==> config.mk <==
export PLATFORM = sky130hd
export DESIGN_NAME = hub75_scan_sched
export DESIGN_NICKNAME = d
export VERILOG_FILES = /design/src/rtl/hub75_pkg.sv /design/src/rtl/hub75_bcm_timer.sv /design/src/rtl/hub75_scan_sched.sv
export SDC_FILE = /design/constraint.sdc
export NUM_CORES = 1
export LEC_CHECK = 0
export CAP_MARGIN = 0
export CORE_AREA = 2 2 96 98
export CTS_BUF_LIST = sky130_fd_sc_hd__clkbuf_8 sky130_fd_sc_hd__clkbuf_16
export CTS_CLUSTER_SIZE = 30
export DETAILED_ROUTE_END_ITERATION = 12
export DIE_AREA = 0 0 98 100
export PLACE_DENSITY = 0.61
export SYNTH_ARGS = -nofsm -noshare
export SYNTH_HDL_FRONTEND = slang
export SYNTH_SLANG_ARGS = --single-unit
==> constraint.sdc <==
create_clock -name clk -period 2.3 [get_ports clk]
set_clock_uncertainty 0.05 [all_clocks]
set_input_delay 0.46 -clock clk [delete_from_list [all_inputs] [get_ports clk]]
set_output_delay 0.46 -clock clk [all_outputs]
set_load 0.03 [all_outputs]
==> src/rtl/hub75_pkg.sv <==
// HUB75 scan scheduler shared definitions.
// Geometry defaults, framebuffer word layout and FSM states.
package hub75_pkg;

    localparam int DEF_COLS    = 32;
    localparam int DEF_ROWS    = 16;
    localparam int DEF_BITS    = 4;
    localparam int DEF_BASE_OE = 8;

    // fb_rd_data is six BITS-wide fields, field f at [f*BITS +: BITS]
    localparam int NFIELDS = 6;
    localparam int F_R_TOP = 0;
    localparam int F_G_TOP = 1;
    localparam int F_B_TOP = 2;
    localparam int F_R_BOT = 3;
    localparam int F_G_BOT = 4;
    localparam int F_B_BOT = 5;

    typedef enum logic [2:0] {
        S_IDLE,
        S_PREFETCH,
        S_SHIFT,
        S_BLANK,
        S_LATCH,
        S_DISPLAY
    } state_t;

endpackage

==> src/rtl/hub75_bcm_timer.sv <==
// BCM on-time timer for the HUB75 scheduler.
// Loadable down-counter; done while the count sits at zero.
module hub75_bcm_timer #(
    parameter int W = 7
) (
    input  logic         clk,
    input  logic         rst,
    input  logic         load,
    input  logic [W-1:0] load_val,
    output logic         done
);

    logic [W-1:0] cnt;

    // load N-1 so that done rises on the Nth cycle after the load
    always_ff @(posedge clk) begin
        if (!rst) begin
            cnt <= '0;
        end else if (load) begin
            cnt <= load_val;
        end else if (cnt != '0) begin
            cnt <= cnt - W'(1);
        end
    end

    assign done = (cnt == '0);

endmodule

==> src/rtl/hub75_scan_sched.sv <==
// HUB75 scan scheduler: framebuffer reads, bitplane shift,
// latch and BCM display, with frame-end bank swapping.
module hub75_scan_sched
    import hub75_pkg::*;
#(
    parameter int COLS    = DEF_COLS,
    parameter int ROWS    = DEF_ROWS,
    parameter int BITS    = DEF_BITS,
    parameter int BASE_OE = DEF_BASE_OE
) (
    input  logic                                 clk,
    input  logic                                 rst,
    input  logic                                 en,
    input  logic                                 swap_req,
    output logic                                 swap_ack,
    output logic                                 frame_start,
    output logic                                 fb_bank,
    output logic                                 fb_rd_en,
    output logic [$clog2(ROWS)+$clog2(COLS):0]   fb_rd_addr,
    input  logic [6*BITS-1:0]                    fb_rd_data,
    output logic [1:0]                           mat_r,
    output logic [1:0]                           mat_g,
    output logic [1:0]                           mat_b,
    output logic [$clog2(ROWS)-1:0]              mat_row,
    output logic                                 mat_clk,
    output logic                                 mat_lat,
    output logic                                 mat_oe
);

    localparam int CW = $clog2(COLS);
    localparam int RW = $clog2(ROWS);
    localparam int PW = (BITS > 1) ? $clog2(BITS) : 1;
    localparam int TW = $clog2(BASE_OE << (BITS - 1)) + 1;

    state_t               state;
    logic [RW-1:0]        row;
    logic [PW-1:0]        plane;
    logic [CW-1:0]        col;
    logic                 ph;
    logic [NFIELDS-1:0]   px;
    logic [NFIELDS-1:0]   hold;
    logic [NFIELDS-1:0]   rgb;
    logic                 last_plane;
    logic                 last_row;
    logic                 frame_end;
    logic                 swap_now;
    logic                 nxt_bank;
    logic [PW-1:0]        nxt_plane;
    logic [RW-1:0]        nxt_row;
    logic [TW-1:0]        oe_len;
    logic [TW-1:0]        oe_load;
    logic                 tmr_load;
    logic                 tmr_done;

    // current plane's bit of every colour field
    for (genvar f = 0; f < NFIELDS; f++) begin : g_px
        logic [BITS-1:0] fld;
        assign fld   = fb_rd_data[f*BITS +: BITS];
        assign px[f] = fld[plane];
    end

    // phase 0 shows the RAM word directly; phase 1 holds it
    assign rgb   = (state == S_SHIFT && !ph) ? px : hold;
    assign mat_r = {rgb[F_R_BOT], rgb[F_R_TOP]};
    assign mat_g = {rgb[F_G_BOT], rgb[F_G_TOP]};
    assign mat_b = {rgb[F_B_BOT], rgb[F_B_TOP]};

    // plane/row advance and frame-end swap decision
    always_comb begin
        last_plane = (plane == PW'(BITS - 1));
        last_row   = (row == RW'(ROWS - 1));
        frame_end  = last_plane && last_row;
        nxt_plane  = last_plane ? '0 : plane + PW'(1);
        nxt_row    = row;
        if (last_plane) begin
            nxt_row = last_row ? '0 : row + RW'(1);
        end
        swap_now = frame_end && swap_req;
        nxt_bank = fb_bank ^ swap_now;
    end

    assign tmr_load = (state == S_LATCH);
    assign oe_len   = TW'(BASE_OE) << plane;
    assign oe_load  = oe_len - TW'(1);

    hub75_bcm_timer #(
        .W(TW)
    ) u_timer (
        .clk     (clk),
        .rst     (rst),
        .load    (tmr_load),
        .load_val(oe_load),
        .done    (tmr_done)
    );

    // scan FSM; every panel/RAM output is registered here
    always_ff @(posedge clk) begin
        if (!rst) begin
            state       <= S_IDLE;
            row         <= '0;
            plane       <= '0;
            col         <= '0;
            ph          <= 1'b0;
            hold        <= '0;
            fb_bank     <= 1'b0;
            swap_ack    <= 1'b0;
            frame_start <= 1'b0;
            fb_rd_en    <= 1'b0;
            fb_rd_addr  <= '0;
            mat_row     <= '0;
            mat_clk     <= 1'b0;
            mat_lat     <= 1'b0;
            mat_oe      <= 1'b1;
        end else begin
            swap_ack    <= 1'b0;
            frame_start <= 1'b0;
            fb_rd_en    <= 1'b0;
            unique case (state)
                S_IDLE: begin
                    mat_clk <= 1'b0;
                    mat_lat <= 1'b0;
                    mat_oe  <= 1'b1;
                    if (en) begin
                        state       <= S_PREFETCH;
                        col         <= '0;
                        ph          <= 1'b0;
                        fb_rd_en    <= 1'b1;
                        fb_rd_addr  <= {fb_bank, row, {CW{1'b0}}};
                        frame_start <= (row == '0) && (plane == '0);
                    end
                end
                S_PREFETCH: begin
                    state <= S_SHIFT;
                end
                S_SHIFT: begin
                    if (!ph) begin
                        ph      <= 1'b1;
                        mat_clk <= 1'b1;
                        hold    <= px;
                        if (col != CW'(COLS - 1)) begin
                            fb_rd_en   <= 1'b1;
                            fb_rd_addr <= {fb_bank, row, col + CW'(1)};
                        end
                    end else begin
                        ph      <= 1'b0;
                        mat_clk <= 1'b0;
                        if (col == CW'(COLS - 1)) begin
                            state   <= S_BLANK;
                            mat_row <= row;
                        end else begin
                            col <= col + CW'(1);
                        end
                    end
                end
                S_BLANK: begin
                    state   <= S_LATCH;
                    mat_lat <= 1'b1;
                end
                S_LATCH: begin
                    state   <= S_DISPLAY;
                    mat_lat <= 1'b0;
                    mat_oe  <= 1'b0;
                end
                S_DISPLAY: begin
                    if (tmr_done) begin
                        mat_oe <= 1'b1;
                        plane  <= nxt_plane;
                        row    <= nxt_row;
                        if (en) begin
                            state       <= S_PREFETCH;
                            col         <= '0;
                            ph          <= 1'b0;
                            fb_bank     <= nxt_bank;
                            swap_ack    <= swap_now;
                            fb_rd_en    <= 1'b1;
                            fb_rd_addr  <= {nxt_bank, nxt_row, {CW{1'b0}}};
                            frame_start <= (nxt_row == '0) && (nxt_plane == '0);
                        end else begin
                            state <= S_IDLE;
                        end
                    end
                end
                default: begin
                    state <= S_IDLE;
                end
            endcase
        end
    end

endmodule

---- Yosys cells after proc, flatten, opt, wreduce, memory -nomap -nowiden ----
Cells that the tools add are included.
storage, ports and cells
  bits in registers ....................... 49
  input port bits ......................... 28
  output and inout port bits .............. 27
  logic and storage cells ................. 123
operators by class
  bitwise operators ....................... 2
  reductions and logical operators ........ 29
  equal/unequal tests ..................... 17
  mux-type cells .......................... 52
  shifts and indexed selects .............. 1
  add/sub/neg operators ................... 5
  $lt $le $gt $ge ......................... 1
operators by type and width
  cell                                                                   count
  10-bit 2-to-1 mux                                                      5
  10-bit case mux with 3 select lines                                    1
  5-bit 2-to-1 mux                                                       4
  1-bit 2-to-1 mux                                                       18
  3-bit case mux with 6 select lines                                     1
  5-bit case mux with 3 select lines                                     1
  7-bit 2-to-1 mux                                                       2
  7-bit by 1-bit subtractor with 7-bit output, second input constant     2
  1-bit binary-select mux with 2-bit select                              6
  3-bit 2-to-1 mux                                                       4
  2-bit != test, second input constant                                   6
  4-bit AND reduction                                                    3
  1-bit case mux with 3 select lines                                     3
  4-bit zero test                                                        2
  4-bit 2-to-1 mux                                                       2
  2-bit AND reduction                                                    4
  7-bit zero test                                                        1
  7-bit nonzero test                                                     1
  4-bit by 2-bit << shifter with 7-bit output, first input constant      1
  3-bit by 2-bit equality test with 1-bit output, second input constant  2
  3-bit equality test, second input constant                             2
  6-bit 2-to-1 mux                                                       1
  1-bit case mux with 2 select lines                                     3
  3-bit AND reduction                                                    2
  other kinds (21)                                                       30

---- Longest topological paths before layout ----
Gate-level depths: netlist of run 1.
  depth in word-level cells ............... 8
  mapped depth ............................ 8
  depth with buffers taken out ............ 6

---- Hierarchy ----
From an unflattened synthesis of run 1, not the netlist that was laid out.
unflattened totals
  cell total of the unflattened synthesis .. 290
  area total of the unflattened synthesis .. 2602.5 µm²
modules (own cells, without submodules)
  module            area an instance (µm²)  seq. area each (µm²)  cells an instance  times used
  hub75_scan_sched  2190.9                  840.8                 246                1
  hub75_bcm_timer   411.6                   140.1                 44                 1

---- Worst setup path after synthesis of run 1 ----
OpenSTA, ideal clock, no wires.
  kind .................................... reg2out
  from .................................... reg plane[0]
  to ...................................... out mat_b[0]
  stages on the path, launching flop included .. 4
  path slack .............................. 162 ps
  required time ........................... 1790 ps
  path buffers ............................ 1
  data arrival time ....................... 1628 ps
  path through ............................ dfxtp_1 > clkbuf_1 > mux4_2 > mux2_2
between the ends
  word-level cells in the longest chain between the ends .. 3
RTL lines
  element                                    RTL line                 text
  start, declared                            hub75_scan_sched.sv:37   logic [PW-1:0] plane;
  start signal, assigned                     hub75_scan_sched.sv:167  plane <= nxt_plane;
  1-bit binary-select mux with 2-bit select  hub75_scan_sched.sv:59   assign px[f] = fld[plane];
  1-bit 2-to-1 mux (implied by the code)     hub75_scan_sched.sv:59
  6-bit 2-to-1 mux                           hub75_scan_sched.sv:63   assign rgb = (state == S_SHIFT && !ph) ? px : hold;
  end, declared                              hub75_scan_sched.sv:23   output logic [1:0] mat_b,
Every way passes these cells. The select of a mux whose other input is x is not followed.

---- Worst setup path after layout of run 1 ----
  from .................................... reg state[2]
  to ...................................... out mat_b[1]
between the ends
  word-level cells in the longest chain between the ends .. 3
RTL lines
  element                                         RTL line                 text
  start, declared                                 hub75_scan_sched.sv:35   state_t state;
  start signal, assigned                          hub75_scan_sched.sv:99   state <= S_IDLE;
  start signal, assigned                          hub75_scan_sched.sv:124  state <= S_PREFETCH;
  start signal, assigned                          hub75_scan_sched.sv:133  state <= S_SHIFT;
  3-bit by 2-bit equality test with 1-bit output  hub75_scan_sched.sv:63
  1-bit logical AND                               hub75_scan_sched.sv:63
  6-bit 2-to-1 mux                                hub75_scan_sched.sv:63
Every way passes these cells.

==> run summary, run 1 <==
### GRT
• 13.6% — overall routing resource usage
• 0 — initial antenna violation count
• 0 — Overflow after GRT
• 19 — largest net degree at the start of global routing
• 10,900 um — first-pass GRT wire length
• 2,342 — number of global-route vias before repair

### Timing
• 2.27 ns — fin crit period
• 0.427 ns — final worst hold slack
• 0.483 ns — slew at the pin closest to its max-slew limit
• true — setup repair after global routing missed its margin
• 0 — count of pins over their slew limit
• 0 — final number of hold-violating endpoints
• 441 MHz — achievable clock frequency
• 67.7% — max-slew headroom at the worst pin
• 98.5% — final worst path period share
• 0 ns — setup TNS after final layout
• 0 — number of setup violations in the final report

### Clock tree
• 0 — Post-CTS Hold Buffers
• sky130_fd_sc_hd__clkbuf_8 — Root Buffer Master
• 2 — number of H-tree levels
• 0.09 ns — clock-pin slew of the registers on the worst-case setup and hold paths
• built — clock tree from TritonCTS
• 49 — clock sink total
• 2 — Longest Clk Path Bufs
• 0.30 ns — clk_lat worst skew
• 5 — TritonCTS buffer count

### Finish
• 17.8% — share of final-layout standard cells stronger than drive strength 1
• 0.00156 mm^2 — area occupied by multi-input gates
• 910 — Filler Cell Count
• 987 um^2 — sequential standard cell area
• sky130_fd_sc_hd__clkdlybuf4s50_1 (48), sky130_fd_sc_hd__dfxtp_1 (46), sky130_fd_sc_hd__a21oi_1 (25), sky130_fd_sc_hd__buf_4 (20), sky130_fd_sc_hd__nor2_1 (17) — top library cells by usage in the layout, fill and taps aside
• sky130_fd_sc_hd__clkdlybuf4s50_1 — commonest non-fill, non-tap cell in the layout
• 391 — NumNets Final
• 32.6% — area delta synth->final
• 0 — ANT cells

### Critical path
• reg -> out — type of the worst setup path
• col[1] — source of the worst register-to-register timing path
• 1.79 ns — WP data required
• flop — Worst setup SP type
• 7 — Crit Path Max Fanout
• output pin — Critical Path End Type
• state[2] — CP Launch Point
• 1.76 ns — critical path arrival

### Logic synthesis
• 0 — number of warning messages in the yosys log
• 0.00265 mm^2 — mapped cell area
• 0% — Async SR Flop Fraction
• 54 — library cells used by synthesis
• 37.1% — sequential area share after synthesis
• 329 — net count after synthesis
• 49 — register bit total from synthesis
• sky130_fd_sc_hd__dfxtp_1 — Primary FF master, synth
• 9.07 um^2 — Avg Cell Area, Syn
• 292 — cells after synthesis
• 0 — EDFF count, synth

### Routing
• 4 — detailed-routing iteration count for the pre-antenna-repair pass
• 6470 um — Final Routed Wirelength
• 0 — remaining number of nets flagged by the antenna check after routing
• 0 — number of remaining DRC errors
• 2,336 — total number of vias
• 5.03 — vias per cell
• 13.9 um — wire length per cell
• 62 — drt initial violations

### Die
• 29.8% — starting density of the core
• 100 um — Die Y-Extent
• 0.00980 mm^2 — area of the die
• 0.00889 mm^2 — core area
• 35 — standard-cell row count
• 98 um — width of the die
• 55 — ports placed on the boundary

### Outcome
• completed — outcome

### Pwr
• 647 mW/mm^2 — Power Dens Cells
• 1.35 nW — Static Leakage
• 2.27 mW — Power, Total
• 0.335 mV — largest vdd supply drop

### Place
• 0.799 — routability congestion estimate
• 4850 um — detailed placer's ending HPWL
• 54 — number of I/O port buffers

### Flow run
• 0 — number of max-cap violations

### Min path
• fb_rd_addr[2] — origin of the worst min-delay path
• reg -> reg — worst min-delay path class

==> cells in the mapped netlist, types with 2 or more instances <==
master                     instances  area (um^2)
sky130_fd_sc_hd__xor2_1            4         35.0
sky130_fd_sc_hd__a21oi_1          25          125
sky130_fd_sc_hd__nand3_1          13         65.1
sky130_fd_sc_hd__nand4_1           8         50.1
sky130_fd_sc_hd__mux4_2            6          135
sky130_fd_sc_hd__and2_1            8         50.1
sky130_fd_sc_hd__o221ai_1          2         17.5
sky130_fd_sc_hd__nor3_1           10         50.1
sky130_fd_sc_hd__xnor2_1           5         43.8
sky130_fd_sc_hd__dfxtp_1          49          981
sky130_fd_sc_hd__ha_1              9          113
sky130_fd_sc_hd__nand2_1          15         56.3
sky130_fd_sc_hd__nor4_1            3         18.8
sky130_fd_sc_hd__nand3b_1          2         15.0
sky130_fd_sc_hd__o21ai_0          13         65.1
sky130_fd_sc_hd__buf_2             3         15.0
sky130_fd_sc_hd__a211oi_1          7         52.6
sky130_fd_sc_hd__or3_1             5         31.3
sky130_fd_sc_hd__nand2b_1          5         31.3
sky130_fd_sc_hd__nor2_1           17         63.8
sky130_fd_sc_hd__mux2_2            8         90.1
sky130_fd_sc_hd__inv_1             7         26.3
sky130_fd_sc_hd__o21a_1            5         37.5
sky130_fd_sc_hd__nor3b_1           4         30.0
sky130_fd_sc_hd__and3_1            4         25.0
sky130_fd_sc_hd__clkbuf_1         14         52.6
sky130_fd_sc_hd__or2_2             3         18.8
sky130_fd_sc_hd__mux2i_1          12          120
==> state kept, by name, indices dropped and copies added (netlist names) <==
signal and flops:
fb_rd_addr 10, u_timer.cnt 7, hold 6, col 5
mat_row 4, row 4, state 3, plane 2
fb_bank 1, fb_rd_en 1, frame_start 1, mat_clk 1
mat_lat 1, mat_oe 1, ph 1, swap_ack 1
==> where the power goes <==
| group | switching, mW | internal, mW | total, mW |
|---|---|---|---|
| clock network | 0.280 | 0.201 | 0.481 |
| logic | 0.416 | 0.381 | 0.797 |
| registers | 0.0644 | 0.928 | 0.992 |
| total | 0.760 | 1.51 | 2.27 |
==> metal layers <==
layer | global-route usage [%] | routed length (um)
met5 | 0 | 0
met4 | 4.81 | 93
met3 | 2.30 | 173
met1 | 17.1 | 3070
met2 | 23.4 | 3130
==> path summary, 6_finish.rpt <==
path,end,slack [ns],depth (start not counted)
setup / recovery,mat_b[1],0.03,5
hold / removal,fb_rd_addr[2],0.43,2
hold reg to reg,fb_rd_addr[2],0.43,2
setup reg to reg,fb_rd_addr[0],0.19,6
==> critical path, stage by stage (launching register included) <==
cell and delay (ns):
sky130_fd_sc_hd__dfxtp_2 0.33, sky130_fd_sc_hd__or3b_4 0.40, sky130_fd_sc_hd__nor2_4 0.11, sky130_fd_sc_hd__buf_12 0.13
sky130_fd_sc_hd__mux2_2 0.34, sky130_fd_sc_hd__buf_6 0.14
==> cells by family after synthesis <==
logic type / after synthesis / synth area share (%)
simple gates: 105 / 21.6
compound gates: 65 / 16.2
flops: 49 / 37.1
buf+inv: 28 / 4.54
mux: 26 / 13.0
fa+ha+maj: 10 / 4.63
xor+xnor: 9 / 2.98
==> cell type report <==
class	count	area share [%]
Timing Repair Buffer	75	20.5
Clock inverter	1	0.143
Inverter	8	0.856
Tap cell	111	3.96
Sequential cell	49	28.1
Clock buffer	5	1.96
Multi-Input combinational cell	215	44.5
==> through the flow <==
step / utilization [%] / cell area, um^2 / setup WS [ns] / cells
after CTS: 39.4 / 3500 / -0.00514 / 464
after global placement: 38.2 / 3400 / -0.400 / 457
final: 39.5 / 3510 / 0.0343 / 464
after detailed placement: 38.2 / 3400 / -0.419 / 457
after global routing: 39.5 / 3510 / -0.0304 / 464
after floorplan: - / 2650 / 0.162 / 292
==> repair_timing <==
item                                   4_1_cts  5_1_grt
pin swaps                                    1        1
resized for setup                           47        3
setup buffers                                1        0
endpoints found under the hold margin        0        0
setup endpoints to repair                    6        6
No activity file was read; power rests on OpenSTA's default activity.
==> run 2, diff against run 1 <==
- GPL_TIMING_DRIVEN: unset -> 0
==> run 2 against run 1 <==
  * Design area is 0.64% higher
  * Core utilization is 0.25 points higher
  * Largest power group unchanged
  * The flow now finishes with violations (setup timing)
  * Maximum frequency is 3.0% lower
  * Sequential power hardly changed
  * Cell count is 1.1% higher
  * Clock-buffer cell count is 1 higher
  * Die area stayed put
  * Wire length is 3.5% higher
==> run summary, run 2 (synthesized netlist as in run 1, its figures left out) <==
### Routing
• 5.16 — vias per cell, +2.4%
• 93 — drt initial violations, +50%
• 4 — detailed-routing iteration count for the pre-antenna-repair pass, unchanged
• 14.3 um — wire length per cell, +2.4%
• 6700 um — Final Routed Wirelength, +3.5%
• 0 — number of remaining DRC errors, unchanged
• 0 — remaining number of nets flagged by the antenna check after routing, unchanged
• 2,419 — total number of vias, +3.6%

### Timing
• 0.430 ns — final worst hold slack, +0.00338 ns
• 0.744 ns — slew at the pin closest to its max-slew limit, +0.261 ns
• -0.0354 ns — setup slack after layout, -0.0698 ns
• -0.137 ns — setup TNS after final layout, -0.137 ns
• 102% — final worst path period share, +3.0 points
• 50.3% — max-slew headroom at the worst pin, -17 points
• 0 — final number of hold-violating endpoints, unchanged
• 428 MHz — achievable clock frequency, -3.0%
• 0 — count of pins over their slew limit, unchanged
• 5 — number of setup violations in the final report, +5
• 2.34 ns — fin crit period, +0.0698 ns
• true — setup repair after global routing missed its margin

### Pwr
• 42.9% — sequential fraction of design power, -0.8 points
• 1.34 nW — Static Leakage, -0.88%
• 656 mW/mm^2 — Power Dens Cells, +1.4%
• 1.53 mW — internal power, +1.4%
• 2.32 mW — Power, Total, +2.1%
• 33.8% — Combinational Power Share, -1.3 points
• 786 uW — switching power of the nets, +3.4%
• 23.2% — Clock power frac, +2.0 points
• 0.303 mV — largest vdd supply drop, -9.6%
• 33.9% — switching part of the total power, +0.42 points

### Outcome
• finished with violations — outcome
• setup timing — failing checks

### Critical path
• fb_rd_addr[8] — reg2reg end
• 1.79 ns — WP data required, about the same
• 6 — worst reg-to-reg path cell count, unchanged
• output pin — Critical Path End Type
• sky130_fd_sc_hd__or3b_4 — slowest stage cell on the critical path
• 0.39 ns — slowest stage delay, CP, about the same
• 5 — Crit Path Max Fanout, -2
• 0.08 ns — register-to-register setup slack, -0.11 ns
• col[0] — source of the worst register-to-register timing path
• 2 — Crit path buffers/inverters, unchanged
• flop — Worst setup SP type
• or3b_4 -> nor2_4 -> buf_12 -> mux2_4 -> buf_6 — ordered list of cells on the worst path
• reg -> out — type of the worst setup path
• state[0] — CP Launch Point
• simple AND/OR/NAND/NOR gates — Worst path top cell family by delay
• 1.83 ns — critical path arrival, +0.07 ns

### Finish
• fb_rd_addr x10, u_timer.cnt x7, hold x6 — largest registers in the final layout
• fb_rd_addr — Top reg by flops
• sky130_fd_sc_hd__clkdlybuf4s50_1 (48), sky130_fd_sc_hd__dfxtp_1 (45), sky130_fd_sc_hd__a21oi_1 (25), sky130_fd_sc_hd__nor2_1 (17), sky130_fd_sc_hd__nand2_1 (15) — top library cells by usage in the layout, fill and taps aside
• 15.9% — share of final-layout standard cells stronger than drive strength 1, -1.9 points
• 33.4% — area delta synth->final
• sky130_fd_sc_hd__clkdlybuf4s50_1 — commonest non-fill, non-tap cell in the layout
• 10 — flip-flop count of the largest register, all copies and words added, unchanged
• 394 — NumNets Final, +0.77%
• 0 — ANT cells, unchanged

### Place
• 54 — number of I/O port buffers, unchanged
• 0.798 — routability congestion estimate, -0.13%
• 4980 um — detailed placer's ending HPWL, +2.7%
• -0.617 ns — pre-CTS setup slack, -0.198 ns

### Clock tree
• 0.31 ns — clk_lat worst skew, about the same
• sky130_fd_sc_hd__clkbuf_8 — Root Buffer Master
• 2 — number of H-tree levels, unchanged
• 0.10 ns — clock-pin slew of the registers on the worst-case setup and hold paths, about the same
• 49 — clock sink total, unchanged
• built — clock tree from TritonCTS
• 5 — TritonCTS buffer count, unchanged
• 2 — Longest Clk Path Bufs, unchanged

### Die
• 0.00980 mm^2 — area of the die, unchanged
• 55 — ports placed on the boundary, unchanged
• 100 um — Die Y-Extent, unchanged
• 29.8% — starting density of the core, unchanged
• 0.00889 mm^2 — core area, unchanged
• 98 um — width of the die, unchanged
• 35 — standard-cell row count, unchanged

### Flow run
• 0 — number of max-cap violations, unchanged

### GRT
• 0 — Overflow after GRT, unchanged
• 0 — initial antenna violation count, unchanged
• 16 — largest net degree at the start of global routing, -3
• 14.3% — overall routing resource usage, +0.72 points
• 11,400 um — first-pass GRT wire length, +5.1%
• 2,365 — number of global-route vias before repair, +0.98%

### Min path
• mat_lat — origin of the worst min-delay path
• mat_lat — end point of the worst hold path
• 2 — cell count of the worst hold path, unchanged
• reg -> reg — worst min-delay path class

## run 2: cell count changes in the layout (fill, tap and decap cells not counted), sizes merged
cell / change
buf: -10
clkbuf: +14
clkinv: +1
## run 2: power groups by stage
stage / Combinational (mW) / Sequential (mW) / Clock [mW]
global route: 0.881 / 1.01 / 0.595
finish: 0.784 / 0.995 / 0.538
global placement: 0.737 / 1.01 / 0
CTS: 0.794 / 0.995 / 0.562
detailed placement: 0.747 / 1.01 / 0
floorplan: 0.494 / 1.03 / 0
## run 2: layer usage
layer | GRT usage [%] | routed length, um | vias up
li1 | - | - | 1196
met1 | 17.9 | 3080 | 1176
met2 | 25.0 | 3270 | 39
met3 | 2.99 | 264 | 8
met4 | 3.95 | 79 | 0
met5 | 0 | 0 | -
## run 2: worst min-delay path: stages, from the launching register on
cell	delay (ns)
sky130_fd_sc_hd__dfxtp_1	0.33
sky130_fd_sc_hd__nand2_1	0.05
sky130_fd_sc_hd__a21oi_1	0.06
## run 2: how the worst max path moves through the flow
stage	slack, ns	end	depth (start not counted)
2_1_floorplan	0.16	mat_b[0]	3
3_3_place_gp	-0.56	mat_b[0]	4
3_5_place_dp	-0.62	mat_r[0]	4
4_1_cts	-0.16	mat_b[1]	7
5_1_grt	-0.09	mat_g[1]	5
6_report	-0.04	mat_b[1]	5
## run 2: area by class of cell
| type | instances | area, um^2 |
|---|---|---|
| Fill cell | 909 | 5360 |
| Multi-Input combinational cell | 215 | 1580 |
| Sequential cell | 49 | 988 |
| Timing Repair Buffer | 60 | 613 |
| Tap cell | 111 | 139 |
| Buffer | 18 | 83.8 |
| Clock buffer | 6 | 82.6 |
| Inverter | 8 | 30.0 |
| Clock inverter | 2 | 13.8 |
## run 2: timing repair
action | 4_1_cts | 5_1_grt
setup buffers | 5 | 1
gates resized for setup | 57 | 7
pin swaps | 1 | 1
endpoints found under the setup margin | 6 | 14
hold buffers | 0 | 0
## run 2: per-stage QoR
step / instance area [um^2] / util [%] / instances
finish: 3530 / 39.7 / 469
global route: 3530 / 39.7 / 469
CTS: 3530 / 39.7 / 470
detailed placement: 3330 / 37.4 / 457
global placement: 3330 / 37.4 / 457
floorplan: 2650 / - / 292
==> run 3, diff against run 2 <==
- CORE_AREA: 2 2 96 98 -> 2 2 76 78
- DIE_AREA: 0 0 98 100 -> 0 0 78 80
- PLACE_DENSITY: 0.61 -> 0.86
==> run 3 against run 2 <==
  * The run still ends with setup timing left
  * Core utilization up 25 points
  * First-iteration DRC count up 54%
  * Global-route usage up 7.8 points
  * Combinational power up 1%
  * Critical path depth unchanged
  * Clock-buffer cell count unchanged
  * Cell count down 7.7%
  * Design area down 0.74%
  * Clock power up 18%
  * Register-to-register slack about the same
  * Worst hold slack worse by 0.0045 ns
  * Via count up 0.91%
  * Critical path type unchanged
  * Largest cell class unchanged
==> run summary, run 3 (synthesized netlist as in run 1, its figures left out) <==
### Timing
• 102% — final worst path period share, +0.83 points
• true — setup repair after global routing missed its margin
• 0.755 ns — slew at the pin closest to its max-slew limit, +0.0111 ns
• 0.426 ns — final worst hold slack, -0.00446 ns
• 0 — final number of hold-violating endpoints, unchanged
• 49.6% — max-slew headroom at the worst pin, -0.74 points
• -0.0544 ns — setup slack after layout, -0.0190 ns
• 0 — count of pins over their slew limit, unchanged
• 2.35 ns — fin crit period, +0.0190 ns
• 425 MHz — achievable clock frequency, -0.81%
• 6 — number of setup violations in the final report, +1
• -0.254 ns — setup TNS after final layout, -0.117 ns

### Place
• 4630 um — detailed placer's ending HPWL, -7.2%
• 0.00328 mm^2 — area after detailed placement, -1.5%
• 418 — placed instance count, -8.5%
• 54 — number of I/O port buffers, unchanged
• -0.553 ns — pre-CTS setup slack, +0.0638 ns
• 0.885 — routability congestion estimate, +11%

### Clock tree
• 5 — TritonCTS buffer count, unchanged
• built — clock tree from TritonCTS
• 49 — clock sink total, unchanged
• sky130_fd_sc_hd__clkbuf_8 — Root Buffer Master
• 2 — number of H-tree levels, unchanged
• 0.30 ns — clk_lat worst skew, about the same
• 0.09 ns — clock-pin slew of the registers on the worst-case setup and hold paths, about the same
• 0 — Post-CTS Hold Buffers, unchanged
• 2 — Longest Clk Path Bufs, unchanged

### Pwr
• 2.42 mW — Power, Total, +4.6%
• 692 mW/mm^2 — Power Dens Cells, +5.4%
• 0.606 mV — largest vdd supply drop, +100%
• 1.36 nW — Static Leakage, +1.7%

### Finish
• 32.4% — area delta synth->final
• sky130_fd_sc_hd__clkdlybuf4s50_1 — commonest non-fill, non-tap cell in the layout
• sky130_fd_sc_hd__clkdlybuf4s50_1 (48), sky130_fd_sc_hd__dfxtp_1 (46), sky130_fd_sc_hd__a21oi_1 (25), sky130_fd_sc_hd__nor2_1 (17), sky130_fd_sc_hd__nand2_1 (15) — top library cells by usage in the layout, fill and taps aside
• 10 — flip-flop count of the largest register, all copies and words added, unchanged
• fb_rd_addr x10, u_timer.cnt x7, hold x6 — largest registers in the final layout
• fb_rd_addr — Top reg by flops
• 64.9% — utilization after layout, +25 points
• 0.00351 mm^2 — area of all placed cells without fillers, -0.74%
• 433 — post-layout instance count excluding filler cells, -7.7%
• 16.1% — share of final-layout standard cells stronger than drive strength 1, +0.14 points
• 0 — ANT cells, unchanged
• 397 — NumNets Final, +0.76%
• 446 — Filler Cell Count, -51%

### Routing
• 3400 um — routed length on met2, +4.0%
• met4 — top layer reached by signal wires
• 5 — detailed-routing iteration count for the pre-antenna-repair pass, +1
• 143 — drt initial violations, +54%
• 396 um — Met3 Routed Length, +50%
• 15.4 um — wire length per cell, +7.9%
• 5.64 — vias per cell, +9.3%
• 2790 um — Post-Route M1 WL, -9.5%
• 0 — number of remaining DRC errors, unchanged
• 2,441 — total number of vias, +0.91%
• 0 — remaining number of nets flagged by the antenna check after routing, unchanged
• 6670 um — Final Routed Wirelength, -0.37%

### Die
• 0.00541 mm^2 — core area, -39%
• 0.00624 mm^2 — area of the die, -36%
• 78 um — width of the die, -20%
• 80 um — Die Y-Extent, -20%
• 27 — standard-cell row count, -23%
• 55 — ports placed on the boundary, unchanged
• 49.0% — starting density of the core, +19 points

### GRT
• 2,422 — number of global-route vias before repair, +2.4%
• 0 — Overflow after GRT, unchanged
• 15 — largest net degree at the start of global routing, -1
• 22.1% — overall routing resource usage, +7.8 points
• 0 — initial antenna violation count, unchanged
• 11,000 um — first-pass GRT wire length, -4.3%

### Critical path
• sky130_fd_sc_hd__or3b_4 — slowest stage cell on the critical path
• mat_b[0] — capture point of the critical path
• reg -> out — type of the worst setup path
• 6 — worst reg-to-reg path cell count, unchanged
• col[0] — source of the worst register-to-register timing path
• 5 — Crit Path Max Fanout, unchanged
• 0.08 ns — register-to-register setup slack, about the same
• fb_rd_addr[8] — reg2reg end
• output pin — Critical Path End Type
• or3b_4 -> nor2_4 -> buf_6 -> mux2_4 -> buf_6 — ordered list of cells on the worst path
• sky130_fd_sc_hd__buf_6 — most frequent CP cell
• state[2] — CP Launch Point
• flop — Worst setup SP type
• 1.79 ns — WP data required, about the same
• 0.43 ns — slowest stage delay, CP, +0.04 ns
• 1.84 ns — critical path arrival, about the same

### Min path
• reg -> reg — worst min-delay path class
• col[4] — origin of the worst min-delay path

### Outcome
• setup timing — failing checks
• finished with violations — outcome

### Flow run
• 0 — number of max-cap violations, unchanged

[run 3: routing by layer]
metal  global-route usage [%]  vias to the layer above
met5                        0                        -
met2                     40.7                       79
li1                         -                     1198
met4                     6.49                        0
met3                     4.41                       11
met1                     25.8                     1153
[run 3: worst min path at each step]
stage | to | cells after the start
2_1_floorplan | col[4] | 2
3_3_place_gp | col[4] | 2
3_5_place_dp | col[4] | 2
4_1_cts | col[4] | 2
5_1_grt | col[4] | 2
6_report | col[4] | 2
[run 3: critical path, delay by kind of cell (launching register included)]
kind / cells / cell delay [ns]
DFF: 1 / 0.34
muxes: 1 / 0.30
and+or+nand+nor: 2 / 0.61
buffers and inverters: 2 / 0.28
[run 3: final cells by class]
cell class | instances | area (um^2) | area share [%]
multi-input cells | 215 | 1580 | 45.0
flip-flops and latches | 49 | 985 | 28.1
repair buffers | 63 | 623 | 17.8
well taps | 72 | 90.1 | 2.57
plain buffers | 18 | 83.8 | 2.39
clock buffers | 6 | 82.6 | 2.36
clock inverters | 2 | 33.8 | 0.964
inverters | 8 | 30.0 | 0.857
[run 3: report_power, final]
part	internal, mW	switching (mW)	total [mW]
registers	0.929	0.0661	0.995
logic	0.359	0.436	0.795
clock network	0.350	0.284	0.634
total	1.64	0.785	2.42
[run 3: what timing repair did]
item / 4_1_cts / 5_1_grt
pin swaps: 1 / 1
setup buffers: 7 / 2
gates resized for setup: 52 / 11
setup endpoints to repair: 6 / 13
